**src/rtl/fifo_wr_arbiter.sv**
```systemverilog
// Round-robin write arbiter: NumReq producers share one FIFO write port.
// A granted multi-beat burst keeps the grant (LOCKED) until its last beat transfers.
module fifo_wr_arbiter #(
  parameter int unsigned NumReq    = 4,
  parameter int unsigned DataWidth = 32,
  parameter type         dtype     = logic [DataWidth-1:0],
  localparam int unsigned IdxWidth = (NumReq > 1) ? $clog2(NumReq) : 1
) (
  input  logic                clk_i,
  input  logic                rst_i,
  input  logic                clr_i,
  input  logic [NumReq-1:0]   req_valid_i,
  input  dtype                req_data_i [NumReq],
  input  logic [NumReq-1:0]   req_last_i,
  output logic [NumReq-1:0]   req_ready_o,
  input  logic                fifo_full_i,
  output logic                fifo_push_o,
  output dtype                fifo_data_o,
  output logic [IdxWidth-1:0] grant_idx_o,
  output logic                grant_valid_o,
  output logic                locked_o
);

  typedef enum logic {
    IDLE   = 1'b0,
    LOCKED = 1'b1
  } state_e;

  state_e              state_q, state_d;
  logic [IdxWidth-1:0] rr_ptr_q, rr_ptr_d;
  logic [IdxWidth-1:0] lock_idx_q, lock_idx_d;

  logic [IdxWidth:0]   scan_sum_s;
  logic [IdxWidth-1:0] scan_cand_s;
  logic [IdxWidth-1:0] scan_idx_s;
  logic                scan_take_s;
  logic                scan_hit_s;
  logic [IdxWidth-1:0] grant_s;
  logic [IdxWidth-1:0] grant_next_s;
  logic                grant_valid_s;
  logic                xfer_s;

  // Round-robin scan starting at rr_ptr_q; the wrap subtracts NumReq so odd sizes never overflow
  always_comb begin
    scan_sum_s  = '0;
    scan_cand_s = '0;
    scan_take_s = 1'b0;
    scan_idx_s  = '0;
    scan_hit_s  = 1'b0;
    for (int unsigned i = 0; i < NumReq; i++) begin
      scan_sum_s  = {1'b0, rr_ptr_q} + (IdxWidth+1)'(i);
      scan_cand_s = (scan_sum_s >= (IdxWidth+1)'(NumReq)) ?
                    IdxWidth'(scan_sum_s - (IdxWidth+1)'(NumReq)) : IdxWidth'(scan_sum_s);
      scan_take_s = !scan_hit_s && req_valid_i[scan_cand_s];
      scan_idx_s  = scan_take_s ? scan_cand_s : scan_idx_s;
      scan_hit_s  = scan_hit_s | scan_take_s;
    end
  end

  // Grant selection, transfer qualification and next-state
  always_comb begin
    state_d    = state_q;
    rr_ptr_d   = rr_ptr_q;
    lock_idx_d = lock_idx_q;
    if (state_q == LOCKED) begin
      grant_s       = lock_idx_q;
      grant_valid_s = req_valid_i[lock_idx_q];
    end else begin
      grant_s       = scan_idx_s;
      grant_valid_s = scan_hit_s;
    end
    // Reset also gates the handshake so nothing is accepted while rst_i is high
    xfer_s       = grant_valid_s & ~fifo_full_i & ~clr_i & ~rst_i;
    grant_next_s = (grant_s == IdxWidth'(NumReq - 1)) ? '0 : grant_s + IdxWidth'(1);
    if (clr_i) begin
      state_d    = IDLE;
      rr_ptr_d   = '0;
      lock_idx_d = '0;
    end else if (xfer_s) begin
      case (state_q)
        IDLE: begin
          if (req_last_i[grant_s]) begin
            rr_ptr_d = grant_next_s;
          end else begin
            state_d    = LOCKED;
            lock_idx_d = grant_s;
          end
        end
        LOCKED: begin
          if (req_last_i[grant_s]) begin
            state_d  = IDLE;
            rr_ptr_d = grant_next_s;
          end else begin
            state_d = LOCKED;
          end
        end
        default: begin
          state_d = IDLE;
        end
      endcase
    end else begin
      state_d = state_q;
    end
  end

  // Output decode, combinational from state and inputs
  always_comb begin
    fifo_push_o   = xfer_s;
    grant_valid_o = grant_valid_s;
    grant_idx_o   = grant_valid_s ? grant_s : '0;
    fifo_data_o   = grant_valid_s ? req_data_i[grant_s] : '0;
    locked_o      = (state_q == LOCKED);
    req_ready_o   = '0;
    for (int unsigned i = 0; i < NumReq; i++) begin
      req_ready_o[i] = xfer_s && (grant_s == IdxWidth'(i));
    end
  end

  // State registers
  always_ff @(posedge clk_i or posedge rst_i) begin
    if (rst_i) begin
      state_q    <= IDLE;
      rr_ptr_q   <= '0;
      lock_idx_q <= '0;
    end else begin
      state_q    <= state_d;
      rr_ptr_q   <= rr_ptr_d;
      lock_idx_q <= lock_idx_d;
    end
  end

endmodule
```
**config.mk**
```make
export PLATFORM = sky130hd
export DESIGN_NAME = fifo_wr_arbiter
export DESIGN_NICKNAME = d
export VERILOG_FILES = /design/src/rtl/fifo_wr_arbiter.sv
export SDC_FILE = /design/constraint.sdc
export NUM_CORES = 1
export LEC_CHECK = 0
export ABC_AREA = 1
export CAP_MARGIN = 40
export CORE_MARGIN = 2
export CORE_UTILIZATION = 31
export CTS_CLUSTER_DIAMETER = 150
export CTS_CLUSTER_SIZE = 28
export DETAILED_ROUTE_END_ITERATION = 10
export GPL_ROUTABILITY_DRIVEN = 0
export HOLD_SLACK_MARGIN = 0.12
export PLACE_DENSITY = 0.81
export SLEW_MARGIN = 10
export SYNTH_ARGS = -nofsm -noshare
export SYNTH_HDL_FRONTEND = slang
export SYNTH_SLANG_ARGS = --single-unit
```
**constraint.sdc**
```tcl
create_clock -name clk_i -period 3 [get_ports clk_i]
set_clock_uncertainty 0.05 [all_clocks]
set_input_delay 0.45 -clock clk_i [delete_from_list [all_inputs] [get_ports clk_i]]
set_output_delay 0.45 -clock clk_i [all_outputs]
set_load 0.005 [all_outputs]
```
==> flow_summary.rst <==
.. list-table::
   :header-rows: 1

   * - Metric
     - Value
   * - Cell with the biggest individual delay on the critical path
     - sky130_fd_sc_hd__clkdlybuf4s50_1
   * - Unrepaired setup endpoints after global routing
     - yes
   * - Sequential-to-total area share from yosys stat
     - 0.0658
   * - Critical Path End Type
     - output port
   * - Max Root-Sink Buffers
     - 2
   * - Cell class contributing the biggest share of worst-path delay
     - buffers and inverters
   * - Most frequent cells after synthesis
     - 225 x sky130_fd_sc_hd__nand2_1, 46 x sky130_fd_sc_hd__nand3_1, 32 x sky130_fd_sc_hd__a31oi_1, 23 x sky130_fd_sc_hd__inv_1, 11 x sky130_fd_sc_hd__buf_2
   * - Horizontal die dimension
     - between 80 and 90 µm
   * - Post-Synthesis Net Count
     - approximately 540
   * - Worst-path fanout max
     - 9
   * - Clock buffers created by TritonCTS
     - 3
   * - WL/cell
     - around 15 µm
   * - Most used flip-flop cell after synthesis
     - sky130_fd_sc_hd__dfrtp_1
   * - EDFF count, synth
     - 0
   * - Drt via density
     - roughly 5
   * - Via total after detailed routing
     - 3455
   * - Arrival @ worst endpoint
     - around 2.5 ns
   * - Leakage power of the design
     - ~0.0022 µW
   * - End of the worst register-to-register path
     - lock_idx_q[0]$_DFFE_PP0P_
   * - Vias in the first global route
     - between 3000 and 4000
   * - Final worst path period need
     - around 3 ns
   * - Worst setup path class
     - reg2out
   * - Pins over their slew limit
     - 0
   * - Launching instance or port of the critical path
     - rr_ptr_q[0]$_DFFE_PP0P_
   * - Number of buffers inserted by hold repair at cts
     - 0
   * - Initial antenna violation count
     - 0
   * - Data required, critical path
     - about 2.5 ns
   * - Total negative slack
     - -0.0211 ns
   * - TritonCTS sink count
     - 5
   * - Path depth of the worst reg2reg path
     - 18
   * - Violated checks
     - setup timing
   * - Critical path launch point type
     - flop
   * - Die Outline Area
     - roughly 6800 µm²
   * - First drt pass iteration count
     - 4
   * - Worst-case vdd ir drop
     - around 740 µV
   * - Area leader, netlist
     - sky130_fd_sc_hd__nand2_1
   * - Post-Syn Instances
     - just under 400
   * - Post-Route Utilization
     - 0.744
   * - Clock tree from TritonCTS
     - yes
   * - Post-synthesis register bit count
     - 5
   * - Average footprint of a synthesized cell
     - between 4 and 5 µm²
   * - Root buffer cell
     - sky130_fd_sc_hd__clkbuf_8
   * - Critical R2R Launch
     - rr_ptr_q[0]$_DFFE_PP0P_
   * - Count of endpoints failing setup in the final report
     - 2
   * - Most frequently used cell type in the post-synthesis netlist
     - sky130_fd_sc_hd__nand2_1
   * - Detailed placement HPWL
     - 7510 µm
   * - Post-Layout Cell Count
     - approximately 690
   * - Effective utilization at floorplan
     - 0.321
   * - Timing endpoint of the critical path
     - grant_valid_o
   * - Antenna Cells
     - 0
   * - Most area-consuming cells after synthesis
     - sky130_fd_sc_hd__nand2_1 44%, sky130_fd_sc_hd__nand3_1 12%, sky130_fd_sc_hd__a31oi_1 11%, sky130_fd_sc_hd__dfrtp_1 6.6%, sky130_fd_sc_hd__inv_1 4.5%
   * - Synth warn
     - 0
   * - Global route total overflow
     - 0
   * - Setup WS post-layout
     - -0.0108 ns
   * - Slew of the pin with the lowest slew margin
     - 0.419 ns
   * - Hold/Removal Path Class
     - in2async
   * - Final ANT Viol Nets
     - 0
   * - Max cap viols
     - 0
   * - Maximum achievable frequency
     - 332 MHz
   * - Clock slew at the register clock pins of the worst setup and hold paths
     - ~0.040 ns
   * - Async S/R FF share, synth
     - 1.00
   * - Std-Cell Core Area
     - 5920 µm²
   * - DR DRC count
     - 0
   * - P per Cell Area
     - approximately 1200 nW/µm²
   * - Routed WL
     - between 10000 and 15000 µm
   * - Share of cells above drive strength 1
     - 0.226
   * - FP Rows
     - 28
   * - Part of the cycle the worst path needs
     - 1.00
   * - Number of cells on the critical path
     - 13
   * - Critical Path Max Stage Delay
     - between 0.5 and 0.6 ns
   * - R2R Setup Slk
     - about 0.5 ns
   * - Buf/Inv on CP
     - 7
   * - Wire length of the first global-routing pass
     - 14500 µm
   * - Cell-by-cell trace of the critical path
     - buf_4 > nand2_4 > nand3_4 > nand2_4 > inv_2 > nand3_2 > nor2_4 > buf_4 > a31oi_4 > buf_12 > buf_12 > buf_8 > clkdlybuf4s50_1
   * - Final-report hold violation count
     - 0
   * - Area share of the largest cell type after synthesis
     - 0.444
   * - Mapped cell area
     - around 1900 µm²
   * - Relative slew slack
     - 0.718
   * - Initial drt markers
     - 106
   * - Worst-Skew Late Latency
     - roughly 0.23 ns
   * - Total global-route track usage
     - 0.274
   * - Die H
     - around 80 µm
   * - Run status
     - complete, but fails checks
   * - Maximum number of pins on one net before global-route repair
     - 23
   * - Count of buffers from port buffering
     - between 150 and 200
   * - Num ports
     - about 180
   * - Area overhead of the layout relative to synthesis
     - 132%
   * - H-tree depth reported by CTS
     - 1
   * - Cell variety after synth
     - 26
   * - Number of nets in the layout
     - between 700 and 800
   * - Placed Cells
     - 663
how the worst min path moves through the flow:
stage,from,to,depth (start not counted)
global route,rst_i,locked_o$_DFFE_PP0P_,2
finish,rst_i,lock_idx_q[0]$_DFFE_PP0P_,2
CTS,rst_i,lock_idx_q[0]$_DFFE_PP0P_,2
floorplan,rst_i,lock_idx_q[0]$_DFFE_PP0P_,1
detailed placement,lock_idx_q[1]$_DFFE_PP0P_,lock_idx_q[1]$_DFFE_PP0P_,4
global placement,lock_idx_q[1]$_DFFE_PP0P_,lock_idx_q[1]$_DFFE_PP0P_,4
cell usage in the layout (no fill, tap or decap), drive strengths merged, types with 2 or more instances in the layout:
master | synthesis | final
nand2 | 228 | 228
nand4 | 2 | 2
inv | 28 | 27
o21ai | 2 | 2
a21oi | 4 | 4
dlygate4sd2 | 0 | 10
a31oi | 33 | 33
clkdlybuf4s50 | 0 | 138
ha | 4 | 4
buf | 20 | 73
clkbuf | 4 | 19
nor2 | 12 | 12
dfrtp | 5 | 5
nand3 | 49 | 49
repair_timing:
item / CTS / global route
pin swaps: 5 / 5
endpoints found under the setup margin: 40 / 30
hold endpoints to repair: 0 / 0
setup buffers: 10 / 5
gates resized for setup: 133 / 58
cloned: 1 / 2
power breakdown:
| group | internal (µW) | switching (µW) | leakage [µW] |
|---|---|---|---|
| sequential | 85.2 | 30.2 | 0.0000651 |
| clock | 91.5 | 36.3 | 0.0000228 |
| combinational | 2440 | 2560 | 0.00215 |
| total | 2620 | 2630 | 0.00224 |
cell families after synthesis:
kind of cell | count (synthesis) | share of synthesized area
AND/OR/NAND/NOR | 292 | 0.633
buffers and inverters | 52 | 0.141
AO/OA/AOI/OAI | 40 | 0.134
flip-flops | 5 | 0.0658
adder cells (fa/ha/maj) | 4 | 0.0263
final cells by class:
type	instances	area (µm²)
multi-input cells	336	1710
repair buffers	237	2300
well taps	75	93.8
flip-flops and latches	5	128
inverters	28	120
clock buffers	4	45.0
fillers	467	1520
per-layer routing:
metal | share of wire | wire (µm) | GRT usage | vias up
li1 | - | - | - | 1697
met1 | 0.39 | 3900 | 0.301 | 1568
met2 | 0.50 | 5070 | 0.500 | 158
met3 | 0.072 | 725 | 0.0609 | 32
met4 | 0.040 | 400 | 0.122 | 0
met5 | 0 | 0 | 0 | -
metrics by stage:
step / setup WS, ns / instance area [µm²] / power (µW) / hold WS (ns)
floorplan: 0.604 / 1900 / 2430 / 0.179
global placement: -0.468 / 4010 / 4580 / 0.576
detailed placement: -0.497 / 4010 / 4630 / 0.570
CTS: 0.000199 / 4290 / 4900 / 0.399
global route: -0.0888 / 4400 / 5730 / 0.435
finish: -0.0108 / 4400 / 5250 / 0.395
worst register-to-register path: cells and delay by family (launching register included):
| kind | cells | cell delay (ns) |
|---|---|---|
| flops | 1 | 0.46 |
| simple gates | 12 | 1.12 |
| buf+inv | 6 | 0.74 |
sequential cells by signal (all words and copies together), names as in the netlist:
signal and flops:
rr_ptr_q 2, lock_idx_q 2, locked_o 1
Note: power is estimated with default switching activity, not from simulation.
